File: src/rtl/ahb_line_fill_ctrl.sv
// AHB-Lite read master for I-cache line refills: one linear burst of BEATS
// word reads per miss, assembled into a LINE_W line and returned with a ready pulse.
module ahb_line_fill_ctrl #(
  parameter int ADDR_W = 32,
  parameter int DATA_W = 32,
  parameter int LINE_W = 128
) (
  input  logic              clk,
  input  logic              rst,
  input  logic              mem_req,
  input  logic [ADDR_W-1:0] mem_addr,
  output logic [LINE_W-1:0] mem_data_in,
  output logic              mem_ready,
  output logic              fill_err,
  output logic [ADDR_W-1:0] haddr,
  output logic [1:0]        htrans,
  output logic [2:0]        hburst,
  output logic [2:0]        hsize,
  output logic              hwrite,
  input  logic [DATA_W-1:0] hrdata,
  input  logic              hready,
  input  logic              hresp
);

  localparam int BEATS = LINE_W / DATA_W;
  localparam int BYTES = DATA_W / 8;
  localparam int CW    = $clog2(BEATS) + 1;
  localparam int BSH   = $clog2(BYTES);

  localparam logic [1:0] TR_IDLE   = 2'b00;
  localparam logic [1:0] TR_NONSEQ = 2'b10;
  localparam logic [1:0] TR_SEQ    = 2'b11;

  localparam logic [ADDR_W-1:0] LINE_MASK = ~ADDR_W'(LINE_W / 8 - 1);

  typedef enum logic [2:0] {
    S_IDLE,
    S_ADDR,
    S_DATA,
    S_ERR,
    S_DONE
  } state_t;

  state_t            r_state;
  state_t            w_nxt;
  logic [ADDR_W-1:0] r_base;
  logic [CW-1:0]     r_acnt;
  logic [CW-1:0]     r_dcnt;
  logic [LINE_W-1:0] r_line;
  logic              r_err;

  logic              w_start;
  logic              w_ainc;
  logic              w_cap;
  logic              w_err1;
  logic              w_more;

  assign w_more = (r_acnt < CW'(BEATS));

  always_ff @(posedge clk or negedge rst) begin
    if (!rst) r_state <= S_IDLE;
    else      r_state <= w_nxt;
  end

  // htrans drops to IDLE combinationally in the first error cycle so no
  // further SEQ is presented once the slave starts its two-cycle error.
  always_comb begin
    w_nxt   = r_state;
    w_start = 1'b0;
    w_ainc  = 1'b0;
    w_cap   = 1'b0;
    w_err1  = 1'b0;
    htrans  = TR_IDLE;
    case (r_state)
      S_IDLE: begin
        if (mem_req) begin
          w_start = 1'b1;
          w_nxt   = S_ADDR;
        end
      end
      S_ADDR: begin
        htrans = TR_NONSEQ;
        if (hready) begin
          w_ainc = 1'b1;
          w_nxt  = S_DATA;
        end
      end
      S_DATA: begin
        if (hresp && !hready) begin
          w_err1 = 1'b1;
          w_nxt  = S_ERR;
        end else begin
          if (w_more) htrans = TR_SEQ;
          if (hready) begin
            w_ainc = w_more;
            w_cap  = 1'b1;
            if (r_dcnt == CW'(BEATS - 1)) w_nxt = S_DONE;
          end
        end
      end
      S_ERR: begin
        if (hready) w_nxt = S_DONE;
      end
      S_DONE: w_nxt = S_IDLE;
      default: w_nxt = S_IDLE;
    endcase
  end

  always_ff @(posedge clk or negedge rst) begin
    if (!rst) begin
      r_base <= '0;
      r_acnt <= '0;
      r_dcnt <= '0;
      r_err  <= 1'b0;
    end else begin
      if (w_start) begin
        r_base <= mem_addr & LINE_MASK;
        r_acnt <= '0;
        r_dcnt <= '0;
        r_err  <= 1'b0;
      end else begin
        if (w_ainc) r_acnt <= r_acnt + CW'(1);
        if (w_cap)  r_dcnt <= r_dcnt + CW'(1);
        if (w_err1) r_err  <= 1'b1;
        else if (r_state == S_DONE) r_err <= 1'b0;
      end
    end
  end

  // The line is not cleared on a new fill: old contents stay visible until
  // each slot is overwritten, and uncaptured slots survive an error.
  always_ff @(posedge clk or negedge rst) begin
    if (!rst) begin
      r_line <= '0;
    end else if (w_cap) begin
      for (int k = 0; k < BEATS; k++) begin
        if (r_dcnt == CW'(k)) r_line[k*DATA_W +: DATA_W] <= hrdata;
      end
    end
  end

  assign haddr       = r_base + (ADDR_W'(r_acnt) << BSH);
  assign hburst      = (BEATS == 4) ? 3'b011 : 3'b001;
  assign hsize       = 3'(BSH);
  assign hwrite      = 1'b0;
  assign mem_data_in = r_line;
  assign mem_ready   = (r_state == S_DONE);
  assign fill_err    = (r_state == S_DONE) && r_err;

endmodule

File: config.mk
export PLATFORM = sky130hd
export DESIGN_NAME = ahb_line_fill_ctrl
export DESIGN_NICKNAME = d
export VERILOG_FILES = /design/src/rtl/ahb_line_fill_ctrl.sv
export SDC_FILE = /design/constraint.sdc
export NUM_CORES = 1
export LEC_CHECK = 0
export CAP_MARGIN = 15
export CORE_UTILIZATION = 47
export DETAILED_ROUTE_END_ITERATION = 12
export PLACE_DENSITY = 0.78
export SYNTH_ARGS = -nofsm -noshare
export SYNTH_HDL_FRONTEND = slang
export SYNTH_SLANG_ARGS = --single-unit
File: constraint.sdc
create_clock -name clk -period 1.96 [get_ports clk]
set_clock_uncertainty 0.1 [all_clocks]
set_input_delay 0.294 -clock clk [delete_from_list [all_inputs] [get_ports clk]]
set_output_delay 0.294 -clock clk [all_outputs]
set_load 0.03 [all_outputs]
==> metrics.md <==
| Metric | Value |
|---|---|
| Clock Pin Slew Worst Setup and Hold Paths | 0.07 ns |
| Pin count of the biggest net entering global routing | 60 |
| GPL Wtd Cong | 0.8038 |
| #FFs+latches synth | approximately 170 |
| Vias | 5019 |
| Dpl ws | -0.2279 ns |
| Post-route setup slack | -0.4478 ns |
| Worst VDD drop | ~1.2 mV |
| Bufs and invs on worst path | 2 |
| Fmax | about 420 MHz |
| Syn_area_per_cell | about 16 sq um |
| Critical Path Sink Type | primary output |
| Diodes inserted | 0 |
| Remaining routing DRC violations | 0 |
| Status | finished with violations |
| H-tree level count | 4 |
| Commonest non-fill, non-tap cells in the layout | clkdlybuf4s50_1, dfrtp_1, mux2_4 |
| Failing checks | setup timing |
| Rows | 45 |
| Period utilization | 1.228 |
| Top_reg_cell synth | dfrtp_1 |
| Post-synth ARST share | 1.000 |
| Setup TNS Final | -8.009 ns |
| Post-layout util | 0.7527 |
| Die Ht | approximately 130 microns |
| Critical path type | register to primary output |
| CP delay by family, top | flip-flops |
| Worst skew pair latency | between 0.4 and 0.5 ns |
| Layout cells sized above 1 | 0.4373 |
| Slowest-stage cell, CP | dfrtp_1 |
| DP Wirelength | about 13000 microns |
| Final setup viols | 26 |
| Max Root-Sink Buffers | 2 |
| Top cell type by total area after synthesis | dfrtp_1 |
| I/O Buffers | ~230 |
| First-pass detailed-route iteration total | 4 |
| Io pins | between 200 and 250 |
| Total Wirelength | around 19000 microns |
| Final Max Tran Viols | 0 |
| Commonest non-fill, non-tap cell in the layout | clkdlybuf4s50_1 |
| Die width | 127.8 microns |
| Fillers | 950 |
| Pwr per Cell Area | 1841 nW/um^2 |
| Final cell count without fillers | approximately 990 |
| Root buffer cell | clkbuf_16 |
| Final Hold Vio Count | 0 |
| Antenna violations before repair | 0 |
| GRT Overall Usage | 0.2428 |
| Min Tclk post-route | between 2 and 2.5 ns |
| Synth cell types | 36 |
| Sequential element share of the synthesized area | 0.5582 |
| Post-Syn Instances | 480 |
| Worst path max stage delay | 0.39 ns |
| WHS | 0.2102 ns |
| Worst Path Arrival | 2.01 ns |
| Global-route wire length before repair | about 30000 microns |
| Area of the core | 15310 sq um |
| Synth Warn # | 0 |
| Initial Utilization | 0.4859 |
| Total CTS buffers | 17 |
| CP Launch Type | register |
| Nets | around 850 |
| RSZ-0062 raised after global routing | true |
| MaxCap Viol Count | 0 |
| Leakage | roughly 5.5 nW |
| CP Max Fanout | 7 |
| Synth top area cells | dfrtp_1, mux2_4, mux2_2, xnor2_1, buf_4 |
| Area share of the leading cell type in the synthesized netlist | 0.5582 |
| Die ar. | about 16000 sq um |
| Via density | between 5 and 6 |
| Area growth syn-to-layout | 54.89% |
| Detail Route Antenna Nets | 0 |
| Initial DRC Count | 200 |
| Total global routing overflow | 0 |
| Crit-path cells | ha_4 -> ha_4 -> nand2_2 -> nor4_4 -> buf_6 -> nand4_1 -> xnor2_2 -> buf_6 |
| DP Cell Count | 940 |
| Cell Area, Synth | approximately 7400 sq um |
| Number of global-route vias before repair | roughly 5400 |
| Routed len/inst | 19.39 microns |
| Worst hold path class | input port to async pin |
| CTS tree | built |
| CTS sink count | approximately 170 |
| Worst Path Required | between 1.5 and 2 ns |
| EDFF count, synth | 0 |
cell usage after synthesis (all sizes together) (2+ instances only):
cell type    n
nand2       14
nand4        8
and3         7
buf         30
nor2b        4
xor2         6
and4         3
nor4         2
o21ai        5
xnor2       23
conb         2
dfrtp      166
mux2       156
a21oi        2
inv          5
nor3         3
mux2i        2
nor2        14
ha           8
nand3       12
flip-flops by register name, summed over array words and instances, names as in the netlist:
name / count
r_base: 28
r_err: 1
mem_data_in: 128
r_dcnt: 3
r_acnt: 3
r_state: 3
layer usage:
| layer | track usage | vias up | wire, microns |
|---|---|---|---|
| met5 | 0 | - | 0 |
| met4 | 0.1052 | 0 | 605 |
| met3 | 0.05008 | 34 | 866 |
| met2 | 0.4335 | 167 | 10280 |
| met1 | 0.2824 | 2567 | 7506 |
| li1 | - | 2251 | - |
logic make-up (layout without fill, tap and decap cells):
kind of cell / count (synthesis) / in the layout / share of synthesized area
flops: 166 / 166 / 0.5582
xor+xnor: 29 / 29 / 0.03413
fa+ha+maj: 8 / 8 / 0.01345
buf+inv: 35 / 330 / 0.03497
mux: 158 / 158 / 0.2841
simple gates: 72 / 72 / 0.06641
compound gates: 10 / 10 / 0.007734
other cells: 2 / 9 / 0.001009
repair_timing:
item | in CTS | in global routing
endpoints found under the setup margin | 31 | 37
hold buffers | 1 | 0
setup buffers | 7 | 13
gates resized for setup | 73 | 19
endpoints found under the hold margin | 32 | 0
pin swaps | 13 | 15
cloned | 0 | 0
through the flow:
stage	power, mW	area [sq um]
2_1_floorplan	12.71	7701
3_3_place_gp	16.88	10400
3_5_place_dp	17.19	10400
4_1_cts	21.14	11340
5_1_grt	22.13	11530
6_report	21.22	11530
where the power goes:
part | internal, mW | switching [mW] | leakage [nW] | total (mW)
clock | 2.09 | 1.40 | 0.298 | 3.49
sequential | 5.03 | 1.06 | 2.11 | 6.09
combinational | 5.77 | 5.87 | 3.13 | 11.6
layout make-up:
class                           count  area [sq um]  share of cell area
Sequential cell                   166          4158              0.3607
Multi-Input combinational cell    286          3512              0.3047
Timing Repair Buffer              293          2955              0.2564
Clock buffer                       20         456.7             0.03962
Tap cell                          211         264.0             0.02290
Clock inverter                     12         162.7             0.01411
Inverter                            5         18.77            0.001628
final timing paths:
| kind | from | end | slack [ns] | cells past startpoint |
|---|---|---|---|---|
| max reg2reg | r_dcnt[0] | mem_data_in[98] | 0.10 | 5 |
| min reg2reg | mem_data_in[114] | mem_data_in[114] | 0.41 | 1 |
| max | r_acnt[2] | haddr[28] | -0.45 | 8 |
| min in group clk | hready | r_state[2] | 0.38 | 4 |
| min | rst | mem_data_in[124] | 0.21 | 2 |
| max in group asynchronous | rst | mem_data_in[116] | 0.92 | 3 |
Note: power is estimated with default switching activity, not from simulation.
